--- config.mk ---
export PLATFORM = sky130hd
export DESIGN_NAME = rx_sync_ctrl_10b8b
export DESIGN_NICKNAME = d
export VERILOG_FILES = /design/src/rtl/rx_sync_ctrl_10b8b.sv
export SDC_FILE = /design/constraint.sdc
export NUM_CORES = 1
export LEC_CHECK = 0
export BUFFER_PORTS_ARGS = -buffer_cell sky130_fd_sc_hd__buf_2
export CORE_MARGIN = 8
export CORE_UTILIZATION = 40
export CTS_CLUSTER_SIZE = 10
export DETAILED_ROUTE_END_ITERATION = 8
export HOLD_SLACK_MARGIN = 0.08
export PLACE_DENSITY = 0.75
export SLEW_MARGIN = 20
export SYNTH_ARGS = -nofsm -noshare
export SYNTH_HDL_FRONTEND = slang
export SYNTH_SLANG_ARGS = --single-unit
--- constraint.sdc ---
create_clock -name clk -period 3.79 [get_ports clk]
set_input_delay 0.758 -clock clk [delete_from_list [all_inputs] [get_ports clk]]
set_output_delay 0.758 -clock clk [all_outputs]
set_load 0.01 [all_outputs]
--- src/rtl/rx_sync_ctrl_10b8b.sv ---
// Receive-side 10b/8b link controller: tracks running disparity for the decoder,
// acquires comma-based word sync and forwards decoded bytes while sync is held.
module rx_sync_ctrl_10b8b #(
    parameter int COMMA_CNT = 3,
    parameter int ERR_LIMIT = 4,
    parameter int GOOD_RUN  = 4,
    parameter int ERR_CNT_W = 16
) (
    input  logic                 clk,
    input  logic                 rst_n,
    input  logic                 enable,
    input  logic [9:0]           sym_in,
    input  logic                 sym_valid,
    output logic                 rdisp_out,
    input  logic [7:0]           dec_data,
    input  logic                 dec_k,
    input  logic                 dec_code_err,
    input  logic                 dec_disp_err,
    output logic [7:0]           rx_data,
    output logic                 rx_k,
    output logic                 rx_valid,
    output logic                 sync_ok,
    output logic                 los_event,
    output logic [ERR_CNT_W-1:0] err_total
);

    localparam logic [1:0] ST_LOS  = 2'd0;
    localparam logic [1:0] ST_CD   = 2'd1;
    localparam logic [1:0] ST_SYNC = 2'd2;

    localparam logic [2:0] COMMA_TGT = 3'(COMMA_CNT);
    localparam logic [2:0] ERR_TGT   = 3'(ERR_LIMIT);
    localparam logic [3:0] GOOD_TGT  = 4'(GOOD_RUN);
    localparam logic [7:0] K28_5     = 8'hBC;

    logic [1:0] state, state_nx;
    logic [2:0] comma_cnt, comma_cnt_nx;
    logic [2:0] err_acc, err_acc_nx;
    logic [3:0] good_cnt, good_cnt_nx;
    logic       rd;
    logic       v_d;
    logic [3:0] ones;
    logic       is_bad;
    logic       is_comma;
    logic       los_nx;
    logic       err_inc;
    logic       fwd;

    always_comb begin
        ones = 4'd0;
        for (int i = 0; i < 10; i++) begin
            ones = ones + 4'(sym_in[i]);
        end
    end

    // Disparity errors still count as commas so acquisition tolerates a bad RD guess.
    always_comb begin
        is_bad   = dec_code_err | dec_disp_err;
        is_comma = dec_k & (dec_data == K28_5) & ~dec_code_err;
    end

    // NOTE: every always_comb output gets a default first so no latch is inferred.
    always_comb begin
        state_nx     = state;
        comma_cnt_nx = comma_cnt;
        err_acc_nx   = err_acc;
        good_cnt_nx  = good_cnt;
        los_nx       = 1'b0;
        err_inc      = 1'b0;

        if (!enable) begin
            state_nx     = ST_LOS;
            comma_cnt_nx = 3'd0;
            err_acc_nx   = 3'd0;
            good_cnt_nx  = 4'd0;
            los_nx       = (state == ST_SYNC);
        end else if (v_d) begin
            case (state)
                ST_LOS: begin
                    if (is_comma) begin
                        state_nx     = ST_CD;
                        comma_cnt_nx = 3'd1;
                    end
                end
                ST_CD: begin
                    if (is_comma) begin
                        if (comma_cnt + 3'd1 == COMMA_TGT) begin
                            state_nx     = ST_SYNC;
                            comma_cnt_nx = 3'd0;
                            err_acc_nx   = 3'd0;
                            good_cnt_nx  = 4'd0;
                        end else begin
                            comma_cnt_nx = comma_cnt + 3'd1;
                        end
                    end else if (dec_code_err) begin
                        state_nx     = ST_LOS;
                        comma_cnt_nx = 3'd0;
                    end
                end
                ST_SYNC: begin
                    if (is_bad) begin
                        err_inc     = 1'b1;
                        good_cnt_nx = 4'd0;
                        if (err_acc + 3'd1 == ERR_TGT) begin
                            state_nx   = ST_LOS;
                            err_acc_nx = 3'd0;
                            los_nx     = 1'b1;
                        end else begin
                            err_acc_nx = err_acc + 3'd1;
                        end
                    end else if (good_cnt + 4'd1 == GOOD_TGT) begin
                        good_cnt_nx = 4'd0;
                        err_acc_nx  = (err_acc == 3'd0) ? 3'd0 : err_acc - 3'd1;
                    end else begin
                        good_cnt_nx = good_cnt + 4'd1;
                    end
                end
                default: begin
                    state_nx     = ST_LOS;
                    comma_cnt_nx = 3'd0;
                    err_acc_nx   = 3'd0;
                    good_cnt_nx  = 4'd0;
                end
            endcase
        end
    end

    // Forwarding follows the state the symbol was judged in, so the symbol that
    // drops sync still reaches the link layer.
    assign fwd = enable & v_d & (state == ST_SYNC);

    // NOTE: sequential state uses non-blocking assignments only, so every register
    // samples the pre-edge values regardless of statement order.
    always_ff @(posedge clk) begin
        if (!rst_n) begin
            state     <= ST_LOS;
            comma_cnt <= 3'd0;
            err_acc   <= 3'd0;
            good_cnt  <= 4'd0;
            rd        <= 1'b0;
            v_d       <= 1'b0;
            rx_data   <= 8'd0;
            rx_k      <= 1'b0;
            rx_valid  <= 1'b0;
            los_event <= 1'b0;
            err_total <= '0;
        end else begin
            state     <= state_nx;
            comma_cnt <= comma_cnt_nx;
            err_acc   <= err_acc_nx;
            good_cnt  <= good_cnt_nx;
            los_event <= los_nx;
            v_d       <= enable & sym_valid;
            rx_valid  <= fwd;

            if (!enable) begin
                rd <= 1'b0;
            end else if (sym_valid) begin
                if (ones == 4'd6) begin
                    rd <= 1'b1;
                end else if (ones == 4'd4) begin
                    rd <= 1'b0;
                end
            end

            if (fwd) begin
                rx_data <= dec_data;
                rx_k    <= dec_k;
            end

            if (err_inc && (err_total != '1)) begin
                err_total <= err_total + ERR_CNT_W'(1);
            end
        end
    end

    assign rdisp_out = rd;
    assign sync_ok   = (state == ST_SYNC);

endmodule

==> summary.md, run 1 <==
| Metric | Value |
|---|---|
| Status | completed |
| Yosys warning count | 0 |
| Syn_area_per_cell | 8.31 um^2 |
| Clock Latency Late Sink | 300 ps |
| Htree depth | 2 |
| Clk sink count | 41 |
| Pin count of the biggest net entering global routing | 24 |
| Most used DFF post-synth | dfxtp_1 |
| Initial antenna violation count | 0 |
| Via-to-Cell Ratio | 5.28 |
| Root Buffer | clkbuf_8 |
| Cell Pwr Density | 326 nW/um^2 |
| Async set or reset register ratio after synthesis | 0% |
| Vias | 2,171 |
| GRT busiest layer | met2 |
| Area grow syn2layout | 19.0% |
| Post-Syn Area | 2340 um^2 |
| Simple-gate portion of the synthesized area | roughly 28% |
| Post-synth top area share | 35.0% |
| Fmax | about 280 MHz |
| Critical path fanouts, max | 2 |
| RSZ-0062 raised after global routing | no |
| Data arrival time of the worst path | ~3700 ps |
| RePlAce Congestion | 0.840 |
| GR Layer Usage met1 | 14.8% |
| Final Hold Viols | 0 |
| Met2 Resource Use GR | 23.4% |
| Buffers on Ports | 53 |
| Final Cycle Share | 93.3% |
| IO Count | between 50 and 60 |
| N_diodes | 0 |
| Area contributors post-synth | dfxtp_1 35%, ha_1 6.9%, nand2_1 6.4%, a21oi_1 5.1%, fa_1 5.1% |
| DIE HEIGHT | around 93 um |
| Worst path most repeated cell | fa_1 |
| Synth Area in XOR/XNOR | 3.37% |
| Clock skew | 5.86 ps |
| Commonest non-fill, non-tap cell in the layout | buf_2 |
| Slew Limit Headroom | a little under half |
| Post-synthesis adder-cell area fraction | 12.1% |
| Commonest non-fill, non-tap cells in the layout | 53 x buf_2, 41 x dfxtp_1, 40 x nand2_1, 24 x a21oi_1, 24 x nor2_1 |
| First-pass GRT wire length | 9430 um |
| Final Power | 0.907 mW |
| Area of the multi-input gates | 1420 um^2 |
| CTS Buffer Depth | 2 |
| Req. time, crit path | just under 4000 ps |
| Die Span X | about 90 um |
| Pre-antenna DRT Iters | 4 |
| Mapped Cells | 282 |
| Largest area contributor in the netlist | dfxtp_1 |
| Wirelength per Cell | 13.8 um |
| #FFs+latches synth | around 40 |
| Inserted Clock Buffers | 5 |
| P_leak | around 1.2 nW |
| Register area | 821 um^2 |
| Min Tclk post-route | ~3500 ps |
| Fraction of the yosys area taken by sequential cells | between 30% and 40% |
| Maxcap violations | 0 |
| Share of layout cells above drive strength 1 | 19.6% |
| Final #Nets | 379 |
| Setup fix buffers added after clock tree synthesis | 0 |
| Post-CTS Hold Fix Bufs | 0 |
| # rows | 28 |
| Total wire length | 5670 um |
| Largest family of logic cells by synthesized area | simple AND/OR/NAND/NOR gates |
| Fin util | 48.2% |
| Distinct cells, synth | 44 |
| Largest stage delay, worst path | 510 ps |
| Mux cell area share after synthesis | about 3.5% |
| Worst setup SP type | primary input |
| Final antenna-violating net count | 0 |
| GR met3 Demand/Resource | 3.80% |
| Kind of critical path | in2reg |
| CTS tree | built |
| Synth Area in Compound Gates | 13.6% |
| Worst Hold Class | reg2reg |
| Total GRT Usage | between 10% and 20% |
| Die footprint | 8560 um^2 |
| CP endpoint kind | flip-flop |
| HPWL after DPL | 4380 um |
| Clock-pin slew on the worst setup and hold paths | 80 ps |
| Congestion Overflow GR | 0 |
| Final instance area | 2790 um^2 |
| Vias in the first global route | 2,124 |
| Post-CTS resize count | 0 |
| Filler Cell Count | 558 |
| Post-synth EDFFs | 0 |
| Starting DRT DRC Count | 126 |
| Worst-Margin Slew | approximately 810 ps |
| Syn Nets | 326 |
| DRC Markers | 0 |
| Initial Util | 40.5% |
| Worst path slowest cell | fa_1 |
| Slew Limit Fails | 0 |
| Crit-path cells | buf_2 -> fa_1 -> fa_1 -> inv_1 -> fa_1 -> inv_1 -> ha_1 -> fa_1 -> nor2_1 -> a31oi_1 -> nor3b_1 -> mux2i_1 -> nor2_1 |
| Sum Neg Setup Slack | 0 ps |
| Max VDD drop | 0.000163 V |
| CORE AREA | 5780 um^2 |
| Final setup viols | 0 |
| DP Area | 2670 um^2 |
==> final cells by class <==
| class | instances | area share, % |
|---|---|---|
| well taps | 75 | 3.37 |
| inverters | 17 | 2.29 |
| clock buffers | 6 | 2.96 |
| multi-input cells | 217 | 51.1 |
| clock inverters | 2 | 1.35 |
| repair buffers | 53 | 9.52 |
| flip-flops and latches | 41 | 29.5 |
==> where the power goes <==
part / internal [mW] / switching (mW) / total, mW
Combinational: 0.0441 / 0.0545 / 0.0986
Clock: 0.214 / 0.162 / 0.376
Sequential: 0.431 / 0.00111 / 0.432
==> synth_stat cells (7+ instances only) <==
cell type,count
ha_1,13
nand3_1,9
inv_1,17
nand4_1,9
dfxtp_1,41
a21oi_1,24
xnor2_1,9
nand2_1,40
mux2i_1,7
o21ai_0,7
nor2_1,24
nand2b_1,10
==> per-stage QoR <==
stage | hold slack [ps] | std cells | worst slack (ps)
3_3_place_gp | 439 | 403 | 0.185
6_report | 460 | 411 | 256
2_1_floorplan | 444 | 282 | 173
5_1_grt | 474 | 411 | 62.6
3_5_place_dp | 451 | 403 | -61.4
4_1_cts | 463 | 411 | 255
==> cell families after synthesis <==
family	after synthesis
compound gates	52
xor+xnor	9
fa+ha+maj	19
buf+inv	24
flops	41
mux	8
simple gates	129
==> per-layer routing <==
layer	vias up	routed length (um)
met5	-	0
met4	0	109
met3	8	362
met2	65	2750
met1	1000	2450
li1	1098	-
==> worst paths after layout <==
check                        to  cells past startpoint  slack, ps       start
setup reg to reg  err_total[13]                      5       1370    state[1]
setup / recovery      rdisp_out                     13        260   sym_in[0]
hold / removal       rx_data[4]                      2        460  rx_data[4]
hold reg to reg      rx_data[4]                      2        460  rx_data[4]
==> flip-flops by register name, summed over array words and instances (netlist names) <==
name       flops
rx_valid       1
rx_k           1
rx_data        8
comma_cnt      3
los_event      1
state          2
good_cnt       4
v_d            1
err_acc        3
err_total     16
rdisp_out      1
==> worst max-delay path, delay by kind of cell <==
| family | cells | cell delay, ps |
|---|---|---|
| AOI/OAI and AO/OA | 1 | 90 |
| adders and majority gates | 5 | 2050 |
| buffers and inverters | 3 | 200 |
| muxes | 1 | 210 |
| and+or+nand+nor | 3 | 410 |
No activity file was read; power rests on OpenSTA's default activity.
==> run 2: changes to the inputs <==
Settings changed: ABC_AREA set to 1, PLACE_DENSITY 0.75 to 0.74.
==> summary.md, run 2 <==
| Metric | Value |
|---|---|
| Cell-internal power | between 0.6 and 0.7 mW |
| #FFs+latches synth | 41 |
| Total wire length | 5760 um |
| Final Hold Viols | 0 |
| Initial Util | 41.7% |
| Max VDD drop | 0.000173 V |
| Post-Syn Area | 2490 um^2 |
| Top cells by count, synth | 86 x nand2_1, 58 x nor2_1, 48 x inv_1, 41 x dfxtp_1, 27 x a21oi_1 |
| Worst Hold Class | reg2reg |
| Congestion Overflow GR | 0 |
| CP endpoint kind | flip-flop |
| Biggest register | err_total |
| CP top delay family | adder cells |
| Maxcap violations | 0 |
| Post-synth top area share | between 30% and 40% |
| Hold Slack | 469 ps |
| DP Area | 2800 um^2 |
| Gate power share | 12.8% |
| Distinct cells, synth | 26 |
| Status | completed |
| Clk pwr share | 34.0% |
| Commonest non-fill, non-tap cell in the layout | nand2_1 |
| Largest area contributor in the netlist | dfxtp_1 |
| Clock Latency Late Sink | 290 ps |
| N_diodes | 0 |
| Slew Limit Fails | 0 |
| HPWL after DPL | 4610 um |
| Worst path slowest cell | fa_1 |
| Kind of critical path | in2reg |
| Setup fix buffers added after clock tree synthesis | 0 |
| Root Buffer | clkbuf_8 |
| Syn Nets | 409 |
| Data arrival time of the worst path | 3600 ps |
| Pin count of the biggest net entering global routing | 23 |
| Via-to-Cell Ratio | around 4.9 |
| Post-synth EDFFs | 0 |
| Post-CTS resize count | 0 |
| Fmax | 296 MHz |
| P_leak | 1.29 nW |
| CORE AREA | 5960 um^2 |
| Req. time, crit path | 4010 ps |
| CP bufs+invs | 3 |
| Inserted Clock Buffers | 5 |
| Cell Pwr Density | 282 nW/um^2 |
| Area grow syn2layout | 16.3% |
| Worst-Margin Slew | 483 ps |
| Sw Ratio | 25.8% |
| Min Tclk post-route | 3380 ps |
| IO Count | 54 |
| Pre-antenna DRT Iters | 4 |
| Async set or reset register ratio after synthesis | 0% |
| Final instance area | 2890 um^2 |
| Mapped Cells | 365 |
| Final #Nets | around 460 |
| Largest stage delay, worst path | approximately 540 ps |
| CTS tree | built |
| Clk sink count | 41 |
| Final setup viols | 0 |
| Yosys warning count | 0 |
| Wirelength per Cell | 11.6 um |
| RePlAce Congestion | 0.893 |
| Crit-path cells | buf_2 -> fa_1 -> fa_1 -> inv_1 -> fa_1 -> inv_1 -> ha_1 -> fa_1 -> a31o_2 -> nand3_1 -> o21ai_0 -> a21oi_1 |
| Htree depth | 2 |
| Fin util | 48.5% |
| Share of layout cells above drive strength 1 | between 15 and 20% |
| Buffers on Ports | 53 |
| Commonest non-fill, non-tap cells in the layout | 86 x nand2_1, 58 x nor2_1, 53 x buf_2, 48 x inv_1, 41 x dfxtp_1 |
| Regs by FF count | err_total: 16 flops, rx_data: 8 flops, good_cnt: 4 flops |
| Final Cycle Share | 89.2% |
| # rows | 28 |
| Vias | 2,423 |
| CTS Buffer Depth | 2 |
| Die footprint | roughly 9000 um^2 |
| Critical path fanouts, max | 2 |
| RSZ-0062 raised after global routing | no |
| Initial antenna violation count | 0 |
| Post-CTS Hold Fix Bufs | 0 |
| Vias in the first global route | 2,248 |
| Starting DRT DRC Count | 81 |
| Total GRT Usage | 12.9% |
| Clock-pin slew on the worst setup and hold paths | roughly 80 ps |
| Syn_area_per_cell | 6.81 um^2 |
| Area contributors post-synth | dfxtp_1 33%, nand2_1 13%, nor2_1 8.8%, inv_1 7.2%, ha_1 6.5% |
| DIE HEIGHT | approximately 95 um |
| Sequential Power Share | 53.2% |
| Fraction of the yosys area taken by sequential cells | 33.0% |
| Worst setup SP type | primary input |
| Most common cell in the netlist | nand2_1 |
| Worst path most repeated cell | fa_1 |
| Switch Pwr | 0.210 mW |
| Die Span X | between 90 and 100 um |
| Sum Neg Setup Slack | 0 ps |
| Clock skew | 10.1 ps |
| Slew Limit Headroom | between 60 and 70% |
| Most used DFF post-synth | dfxtp_1 |
| Final antenna-violating net count | 0 |
| Max reg flops | 16 |
| First-pass GRT wire length | 9570 um |
| DRC Markers | 0 |
run 2: changes by cell type after synthesis, moves of 6 or more:
cell / change
inv_1: +31
mux2i_1: -7
nand2_1: +46
nand2b_1: -10
nand3_1: +12
nor2_1: +34
nor3_1: +6
o21ai_0: +9
run 2: final cells by class:
cell class | instances | area (um^2)
Tap cell | 75 | 93.8
Fill cell | 594 | 3070
Timing Repair Buffer | 53 | 265
Clock inverter | 3 | 17.5
Clock buffer | 5 | 68.8
Sequential cell | 41 | 821
Multi-Input combinational cell | 268 | 1440
Inverter | 50 | 188
run 2: power groups by stage:
stage               sequential, mW  combinational, mW  clock, mW
floorplan                    0.444             0.0656          0
global placement             0.443             0.0939          0
detailed placement           0.443              0.105          0
CTS                          0.433              0.105      0.287
global route                 0.433              0.123      0.301
finish                       0.433              0.104      0.277
run 2: cells by family (layout without fill, tap and decap cells):
family / count (synthesis) / count (layout) / share of synthesized area [%]
and+or+nand+nor: 192 / 192 / 32.9
buffers and inverters: 56 / 111 / 9.21
AOI/OAI and AO/OA: 48 / 48 / 10.4
DFF: 41 / 41 / 33.0
adders and majority gates: 19 / 19 / 11.4
xor gates and xnor gates: 9 / 9 / 3.17
run 2: worst min-delay path, stage by stage (launching register included):
cell and delay, ps:
dfxtp_1 320, inv_1 50, a21oi_1 50
run 2: metrics by stage:
step	cells	worst slack [ps]	power, mW
2_1_floorplan	365	416	0.509
3_3_place_gp	487	240	0.537
3_5_place_dp	487	99.6	0.548
4_1_cts	495	416	0.826
5_1_grt	495	297	0.857
6_report	495	409	0.814
run 2: worst paths after layout:
kind / startpoint / end / slack [ps] / cells past startpoint
max: sym_in[0] / rdisp_out / 410 / 12
max reg2reg: err_total[0] / err_total[11] / 1770 / 8
min: rdisp_out / rdisp_out / 470 / 2
min reg2reg: rdisp_out / rdisp_out / 470 / 2
run 2: per-layer routing:
metal	vias to the layer above	wire (um)	global-route usage, %
met4	0	70	4.03
met2	52	2870	24.2
met5	-	0	0
li1	1260	-	-
met1	1104	2460	13.9
met3	7	372	2.86
==> run 3: changes to the inputs <==
--- a/config.mk
+++ b/config.mk
@@ -15,2 +15,3 @@
 export PLACE_DENSITY = 0.74
+export SKIP_LAST_GASP = 1
 export SLEW_MARGIN = 20
==> constraint.sdc (replaced) <==
create_clock -name clk -period 3.79 [get_ports clk]
set_input_delay 0.379 -clock clk [delete_from_list [all_inputs] [get_ports clk]]
set_output_delay 0.379 -clock clk [all_outputs]
set_load 0.01 [all_outputs]
==> summary.md, run 3 (synthesis gave the netlist of run 2 again) <==
| Metric | Value |
|---|---|
| CTS tree | built |
| Req. time, crit path | 4010 ps |
| Vias | between 2,000 and 2,500 |
| Hold EP | rx_data[0] |
| Initial antenna violation count | 0 |
| Pin count of the biggest net entering global routing | 23 |
| Regs by FF count | err_total: 16 flops, rx_data: 8 flops, good_cnt: 4 flops |
| IO Count | between 50 and 60 |
| Reg2reg setup slack | between 1500 and 2000 ps |
| First-pass GRT wire length | 9610 um |
| Commonest non-fill, non-tap cells in the layout | 86 x nand2_1, 58 x nor2_1, 53 x buf_2, 48 x inv_1, 41 x dfxtp_1 |
| Slew Limit Fails | 0 |
| Post-CTS Hold Fix Bufs | 0 |
| Root Buffer | clkbuf_8 |
| Min Tclk post-route | just under 3000 ps |
| Total wire length | 5810 um |
| Reg-to-reg critical path endpoint | err_total[15] |
| HPWL after DPL | between 4000 and 5000 um |
| Final Hold Viols | 0 |
| Clock skew | 9.24 ps |
| Vias in the first global route | 2,215 |
| Register area | 821 um^2 |
| Wirelength per Cell | ~12 um |
| Die footprint | 8990 um^2 |
| Worst flop-to-flop path startpoint | err_total[0] |
| Slew Limit Headroom | 66.5% |
| Final std cells w/o fill | 495 |
| Data arrival time of the worst path | 3190 ps |
| N_diodes | 0 |
| Placed insts | 487 |
| Area grow syn2layout | 16.3% |
| Worst-Margin Slew | 503 ps |
| Fin util | approximately half |
| Biggest register | err_total |
| Total GRT Usage | 13.0% |
| CTS Buffer Depth | 2 |
| CORE AREA | about 6000 um^2 |
| Worst path most repeated cell | fa_1 |
| Die Span X | 94.8 um |
| Final Power | approximately 0.8 mW |
| Status | completed |
| Final #Nets | 463 |
| DRC Markers | 0 |
| Cell Pwr Density | 283 nW/um^2 |
| Crit-path cells | buf_2 -> fa_1 -> fa_1 -> inv_1 -> fa_1 -> inv_1 -> ha_1 -> fa_1 -> a31o_2 -> nand3_1 -> o21ai_0 -> a21oi_1 |
| # rows | 28 |
| Congestion Overflow GR | 0 |
| Maxcap violations | 0 |
| Final setup viols | 0 |
| RePlAce Congestion | 0.893 |
| DP Area | 2800 um^2 |
| CP bufs+invs | 3 |
| Clock-pin slew on the worst setup and hold paths | about 80 ps |
| Share of layout cells above drive strength 1 | approximately 17% |
| Pre-antenna DRT Iters | 5 |
| DIE HEIGHT | 94.8 um |
| Hold path depth | 3 |
| Kind of critical path | in2reg |
| Final instance area | between 2000 and 3000 um^2 |
| Area of the multi-input gates | approximately 1400 um^2 |
| Commonest non-fill, non-tap cell in the layout | nand2_1 |
| Via-to-Cell Ratio | slightly below 5 |
| Post-CTS resize count | 0 |
| Max reg flops | 16 |
| Final Cycle Share | roughly four fifths |
| R2R depth | 8 |
| CP top delay family | adder cells |
| HP Start | dec_data[0] |
| Critical path fanouts, max | 2 |
| Worst setup SP type | primary input |
| Htree depth | 2 |
| Final antenna-violating net count | 0 |
| P_leak | 1.29 nW |
| Sum Neg Setup Slack | 0 ps |
| CP endpoint kind | flip-flop |
| Buffers on Ports | 53 |
| RSZ-0062 raised after global routing | no |
| Worst Hold Class | in2reg |
| Setup fix buffers added after clock tree synthesis | 0 |
| Fmax | 337 MHz |
| Filler Cell Count | 630 |
| Initial Util | 41.7% |
| Largest stage delay, worst path | 540 ps |
| Inserted Clock Buffers | 5 |
| Worst path slowest cell | fa_1 |
| Starting DRT DRC Count | 74 |
| Clock Latency Late Sink | 290 ps |
| Clk sink count | 41 |
| Max VDD drop | 0.000162 V |
[run 3: cell counts in the layout (fill, tap and decap cells not counted)]
Identical to the previous run, type by type.
[run 3: layout make-up]
| class | count | share of cell area [%] |
|---|---|---|
| Tap cell | 75 | 3.25 |
| Clock inverter | 3 | 0.606 |
| Clock buffer | 5 | 2.38 |
| Sequential cell | 41 | 28.4 |
| Timing Repair Buffer | 53 | 9.18 |
| Multi-Input combinational cell | 268 | 49.7 |
| Inverter | 50 | 6.49 |
[run 3: how the worst max path moves through the flow]
| stage | startpoint | end | slack [ps] | depth (start not counted) |
|---|---|---|---|---|
| final | sym_in[0] | rdisp_out | 820 | 12 |
| after global routing | sym_in[0] | rdisp_out | 700 | 12 |
| after CTS | sym_in[0] | rdisp_out | 840 | 12 |
| after detailed placement | sym_in[0] | rdisp_out | 520 | 12 |
| after global placement | sym_in[0] | rdisp_out | 620 | 12 |
| after floorplan | sym_in[0] | rdisp_out | 800 | 11 |
[run 3: where the power goes]
group          switching [mW]  internal, mW  total [mW]
Clock                   0.152         0.127       0.280
Combinational          0.0589        0.0449       0.104
Sequential            0.00154         0.432       0.433
Total                   0.213         0.604       0.817
[run 3: worst min-delay path: cells and delay by family]
family	cells	cell delay, ps
AO/OA/AOI/OAI	1	50
buffers and inverters	2	160
[run 3: routing by layer]
layer / vias to the layer above / track usage, % / part of all wire (%)
met4: 0 / 3.90 / 1.1
met1: 1093 / 14.0 / 44
met5: - / 0 / 0
met2: 42 / 24.2 / 49
met3: 7 / 3.25 / 6.2
li1: 1263 / - / -
[run 3: stage by stage]
stage	setup WS [ps]	hold slack (ps)
floorplan	795	454
global placement	620	451
detailed placement	522	450
CTS	836	336
global route	703	338
finish	822	343
